--- config.mk ---
export PLATFORM = sky130hd
export DESIGN_NAME = shift_add_mult_ctrl
export DESIGN_NICKNAME = d
export VERILOG_FILES = /design/src/rtl/shift_add_mult_ctrl_pkg.sv /design/src/rtl/shift_add_mult_ctrl_lshift.sv /design/src/rtl/shift_add_mult_ctrl.sv
export SDC_FILE = /design/constraint.sdc
export NUM_CORES = 1
export LEC_CHECK = 0
export CAP_MARGIN = 10
export CORE_UTILIZATION = 56
export CTS_CLUSTER_SIZE = 8
export DETAILED_ROUTE_END_ITERATION = 8
export PLACE_DENSITY = 0.79
export SYNTH_ARGS = -nofsm -noshare
export SYNTH_HDL_FRONTEND = slang
export SYNTH_SLANG_ARGS = --single-unit
--- constraint.sdc ---
create_clock -name clk -period 4.3 [get_ports clk]
set_input_delay 0.43 -clock clk [delete_from_list [all_inputs] [get_ports clk]]
set_output_delay 0.43 -clock clk [all_outputs]
set_load 0.05 [all_outputs]
--- src/rtl/shift_add_mult_ctrl_pkg.sv ---
// rtl/shift_add_mult_ctrl_pkg.sv - shared state encoding for the shift-add multiplier
package shift_add_mult_ctrl_pkg;

    typedef enum logic [1:0] {
        ST_IDLE = 2'd0,
        ST_RUN  = 2'd1,
        ST_DONE = 2'd2
    } state_t;

endpackage

--- src/rtl/shift_add_mult_ctrl_lshift.sv ---
// rtl/shift_add_mult_ctrl_lshift.sv - combinational left shifter driven by a one-hot code
module onehot_lshift #(
    parameter int W = 16
) (
    input  logic [W-1:0] code,
    input  logic [W-1:0] d,
    output logic [W-1:0] out
);

    // code[W-1] selects shift 0, code[0] selects shift W-1; an all-zero code yields 0
    always_comb begin
        out = '0;
        for (int s = 0; s < W; s++) begin
            if (code[W-1-s]) begin
                out = out | (d << s);
            end
        end
    end

endmodule

--- src/rtl/shift_add_mult_ctrl.sv ---
// rtl/shift_add_mult_ctrl.sv - sequential unsigned shift-and-add multiplier controller
module shift_add_mult_ctrl
    import shift_add_mult_ctrl_pkg::*;
#(
    parameter int WIDTH      = 8,
    parameter bit EARLY_EXIT = 1'b0
) (
    input  logic               clk,
    input  logic               rst,
    input  logic               start,
    input  logic [WIDTH-1:0]   a,
    input  logic [WIDTH-1:0]   b,
    output logic               busy,
    output logic               done,
    output logic [2*WIDTH-1:0] product,
    output logic [WIDTH-1:0]   sh_code
);

    localparam int KW = (WIDTH > 1) ? $clog2(WIDTH) : 1;
    localparam logic [KW-1:0] K_LAST = KW'(WIDTH - 1);

    state_t             state, state_next;
    logic [WIDTH-1:0]   a_r, b_r;
    logic [2*WIDTH-1:0] acc, acc_next, partial;
    logic [KW-1:0]      k;
    logic               last_bit;

    assign busy    = (state == ST_RUN);
    assign done    = (state == ST_DONE);
    assign sh_code = busy ? ({1'b1, {(WIDTH-1){1'b0}}} >> k) : '0;

    // Only the small-shift half of the wide shifter's code is ever used,
    // so the large-shift half is tied low.
    onehot_lshift #(.W(2*WIDTH)) u_shift (
        .code ({sh_code, {WIDTH{1'b0}}}),
        .d    ({{WIDTH{1'b0}}, a_r}),
        .out  (partial)
    );

    assign acc_next = b_r[k] ? (acc + partial) : acc;
    assign last_bit = (k == K_LAST) || (EARLY_EXIT && (((b_r >> k) >> 1) == '0));

    always_comb begin
        state_next = state;
        case (state)
            ST_IDLE: if (start)    state_next = ST_RUN;
            ST_RUN:  if (last_bit) state_next = ST_DONE;
            ST_DONE:               state_next = ST_IDLE;
            default:               state_next = ST_IDLE;
        endcase
    end

    always_ff @(posedge clk or posedge rst) begin
        if (rst) begin
            state   <= ST_IDLE;
            a_r     <= '0;
            b_r     <= '0;
            acc     <= '0;
            k       <= '0;
            product <= '0;
        end else begin
            state <= state_next;
            case (state)
                ST_IDLE: begin
                    if (start) begin
                        a_r <= a;
                        b_r <= b;
                        acc <= '0;
                        k   <= '0;
                    end
                end
                ST_RUN: begin
                    acc <= acc_next;
                    k   <= k + KW'(1);
                    // Load the result on the way into DONE so it is valid alongside the done pulse
                    if (last_bit) begin
                        product <= acc_next;
                    end
                end
                default: begin
                end
            endcase
        end
    end

endmodule
==> results_dict.tcl <==
set metrics [dict create \
    syn_area_um2 3500 \
    clkSlewWorstSetupHoldPaths_ns 0.09 \
    antenna_found_initial 0 \
    port_buffers 44 \
    cts_buffers 5 \
    holdWs_ns 0.482 \
    post-place-ws_ns 0.594 \
    cts_tree "built" \
    synth_seq_cells 53 \
    first_iter_violations 204 \
    startpoint_type "flip-flop" \
    initial_core_util 0.585 \
    cp_slowest_cell "dfrtp_1" \
    synth_area_per_cell_um2 9.62 \
    arrival_ns 3.95 \
    endpoint_kind "flip-flop" \
    dieArea_um2 6580 \
    cts_resized 0 \
    drt_first_pass_iters 6 \
    dp_hpwl_um 5840 \
    min_period_ns 3.75 \
    p_comb_frac 0.647 \
    clkLatencyLatePin_ns 0.30 \
    setup_tns_ns 0 \
    rsz0062_at_grt "no" \
    critPathRequiredTime_ns 4.50 \
    clkPwrFrac 0.092 \
    peakVddDrop_uv 547 \
    power_density_nw_per_um2 895 \
    antenna_cells 0 \
    std_cell_rows 28 \
    postCtsHoldBufs 0 \
    synth_cells 364 \
    drive_above_1_share 0.102 \
    clock_sinks 53 \
    wl_um 7930 \
    worst_pin_slew_ns 0.557 \
    place_congestion 0.887 \
    grt_pass1_vias 2707 \
    drv_cap 0 \
    fin_ws_ns 0.551 \
    p_int_w 0.00181 \
    hold_class "flip-flop to flip-flop" \
    max_freq_mhz 267 \
    fp.dieH_um 81.1 \
    ys.warnings.count 0 \
    grt_pass1_wl_um 13300 \
    synth_ff_type "dfrtp_1" \
    setup_viol 0 \
    cts_max_level 2 \
    power.leakage_nw 1.86 \
    synth-edff-count 0 \
    power.switching_w 0.00182 \
    fp.coreArea_um2 5990 \
    synth.distinct_cells 51 \
    async_reset_ff_frac 1.00 \
    slew_violations 0 \
    crit_buf_inv 1 \
    grt_start_max_net_pins 54 \
    fin_crit_sh 0.872 \
    status "finished clean" \
    drc_errors 0 \
    syn_nets 405 \
    skew_ns 0.00385 \
    place_area_um2 3930 \
    worst-path-max-fanout 9 \
    ant_nets 0 \
    grt.overflow.total 0 \
    cpLargestDelayFamily "compound AO/OA/AOI/OAI gates" \
    wl_per_cell_um 16.9 \
    hold_viol 0 \
    path_common_cell "ha_1" \
    root_buffer "clkbuf_8" \
    io-pin-count 45 \
    path_cells "inv_1, ha_1, and3_1, a222oi_1, nand2_1, ha_1, o211ai_1, o211ai_2, a41oi_2, a211oi_2, mux2_1, a22o_1" \
    yosysSeqAreaShare 0.379 \
    track_usage 0.267 \
    vias 2866 \
    slowest_delay_ns 0.58 \
    area_delta_synth_final_pct 15.8 \
    final_cell_area_um2 4060 \
    maxSlewHeadroom 0.628 \
    via_per_inst 6.12 \
    finalNetCount 434 \
    postCtsSetupBuffers 0 \
    utilization 0.677 \
    power.share.sequential 0.262 \
    sw_frac_of_total 0.500 \
    clk_path_buf_depth 2 \
    path_class "flip-flop to flip-flop" \
    fp.dieW_um 81.1 \
]
[synth_stat cells, types with 2 or more instances]
library cell	number	area, µm²
a211oi_1	2	15.0
buf_2	9	45.0
nand3_1	10	50.1
o211ai_1	3	22.5
xor2_1	5	43.8
a211oi_2	2	25.0
o21a_1	2	15.0
and3_1	10	62.6
nor2_1	12	45.0
mux2i_1	12	120
nand4_1	2	12.5
nor2b_1	5	31.3
a21oi_1	26	130
dfrtp_1	53	1330
a21boi_0	3	22.5
clkbuf_1	13	48.8
a22oi_1	13	97.6
ha_1	21	263
a21o_1	5	37.5
inv_1	13	48.8
and2_1	5	31.3
a222oi_1	9	90.1
xnor2_1	7	61.3
buf_4	2	15.0
nor3_1	2	10.0
nand2b_1	4	25.0
o21bai_1	2	15.0
a22o_1	13	114
nand2_1	34	128
o21ai_1	7	35.0
o21ai_0	21	105
buf_6	2	22.5
mux2_2	17	191
[power by group through the flow]
stage | sequential (W) | clock (W) | combinational [W]
4_1_cts | 0.000949 | 0.000344 | 0.00234
3_5_place_dp | 0.000959 | 0 | 0.00233
5_1_grt | 0.000990 | 0.000359 | 0.00258
6_report | 0.000950 | 0.000333 | 0.00235
2_1_floorplan | 0.00104 | 0 | 0.00171
3_3_place_gp | 0.000953 | 0 | 0.00230
[registers in the layout (all words and copies together), names as in the netlist]
name,cells
acc,16
k,3
state,2
product,16
a_r,8
b_r,8
[final timing paths]
check / end / cells past startpoint / slack (ns) / start
setup / recovery: acc[15] / 12 / 0.55 / k[1]
hold / removal: product[7] / 2 / 0.48 / product[7]
setup reg to reg: acc[15] / 12 / 0.55 / k[1]
hold reg to reg: product[7] / 2 / 0.48 / product[7]
max in group asynchronous: product[12] / 3 / 3.27 / rst
min in group asynchronous: state[0] / 2 / 0.49 / rst
[cell families after synthesis]
logic type | count (synthesis) | share of synthesized area
AO/OA/AOI/OAI | 117 | 0.237
XOR/XNOR | 12 | 0.0300
adder cells (fa/ha/maj) | 22 | 0.0807
buffers and inverters | 41 | 0.0536
flip-flops | 53 | 0.379
multiplexers | 30 | 0.0921
AND/OR/NAND/NOR | 89 | 0.128
[per-stage QoR]
stage,cells,total power (W)
2_1_floorplan,364,0.00276
3_3_place_gp,460,0.00325
3_5_place_dp,460,0.00329
4_1_cts,467,0.00363
5_1_grt,468,0.00392
6_report,468,0.00363
[worst register-to-register path, delay by kind of cell, from the launching register on]
| kind | cells | cell delay (ns) |
|---|---|---|
| buffers and inverters | 1 | 0.12 |
| AND/OR/NAND/NOR | 2 | 0.44 |
| flip-flops | 1 | 0.58 |
| multiplexers | 1 | 0.36 |
| AO/OA/AOI/OAI | 6 | 1.53 |
| adder cells (fa/ha/maj) | 2 | 0.63 |
[cells in the final DEF, fill, tap and decap left out, drive strengths merged, types with 13 or more instances in the layout]
cell,Yosys,final
mux2,18,18
nand2,34,34
inv,14,14
dfrtp,53,53
ha,21,21
a22o,13,13
a22oi,14,14
a21oi,27,27
o21ai,28,28
clkdlybuf4s50,0,44
[layout make-up]
cell class	count	area, µm²
Tap cell	75	93.8
Clock inverter	2	35.0
Sequential cell	53	1330
Inverter	14	52.6
Timing Repair Buffer	49	490
Fill cell	484	1930
Clock buffer	5	68.8
Multi-Input combinational cell	270	1990
[metal layers]
metal	up-vias	GRT usage	wire length, µm
met5	-	0	0
met2	117	0.424	3590
met3	14	0.0483	427
met4	0	0.0893	137
li1	1391	-	-
met1	1344	0.367	3780
(Power assumes the default switching activity.)
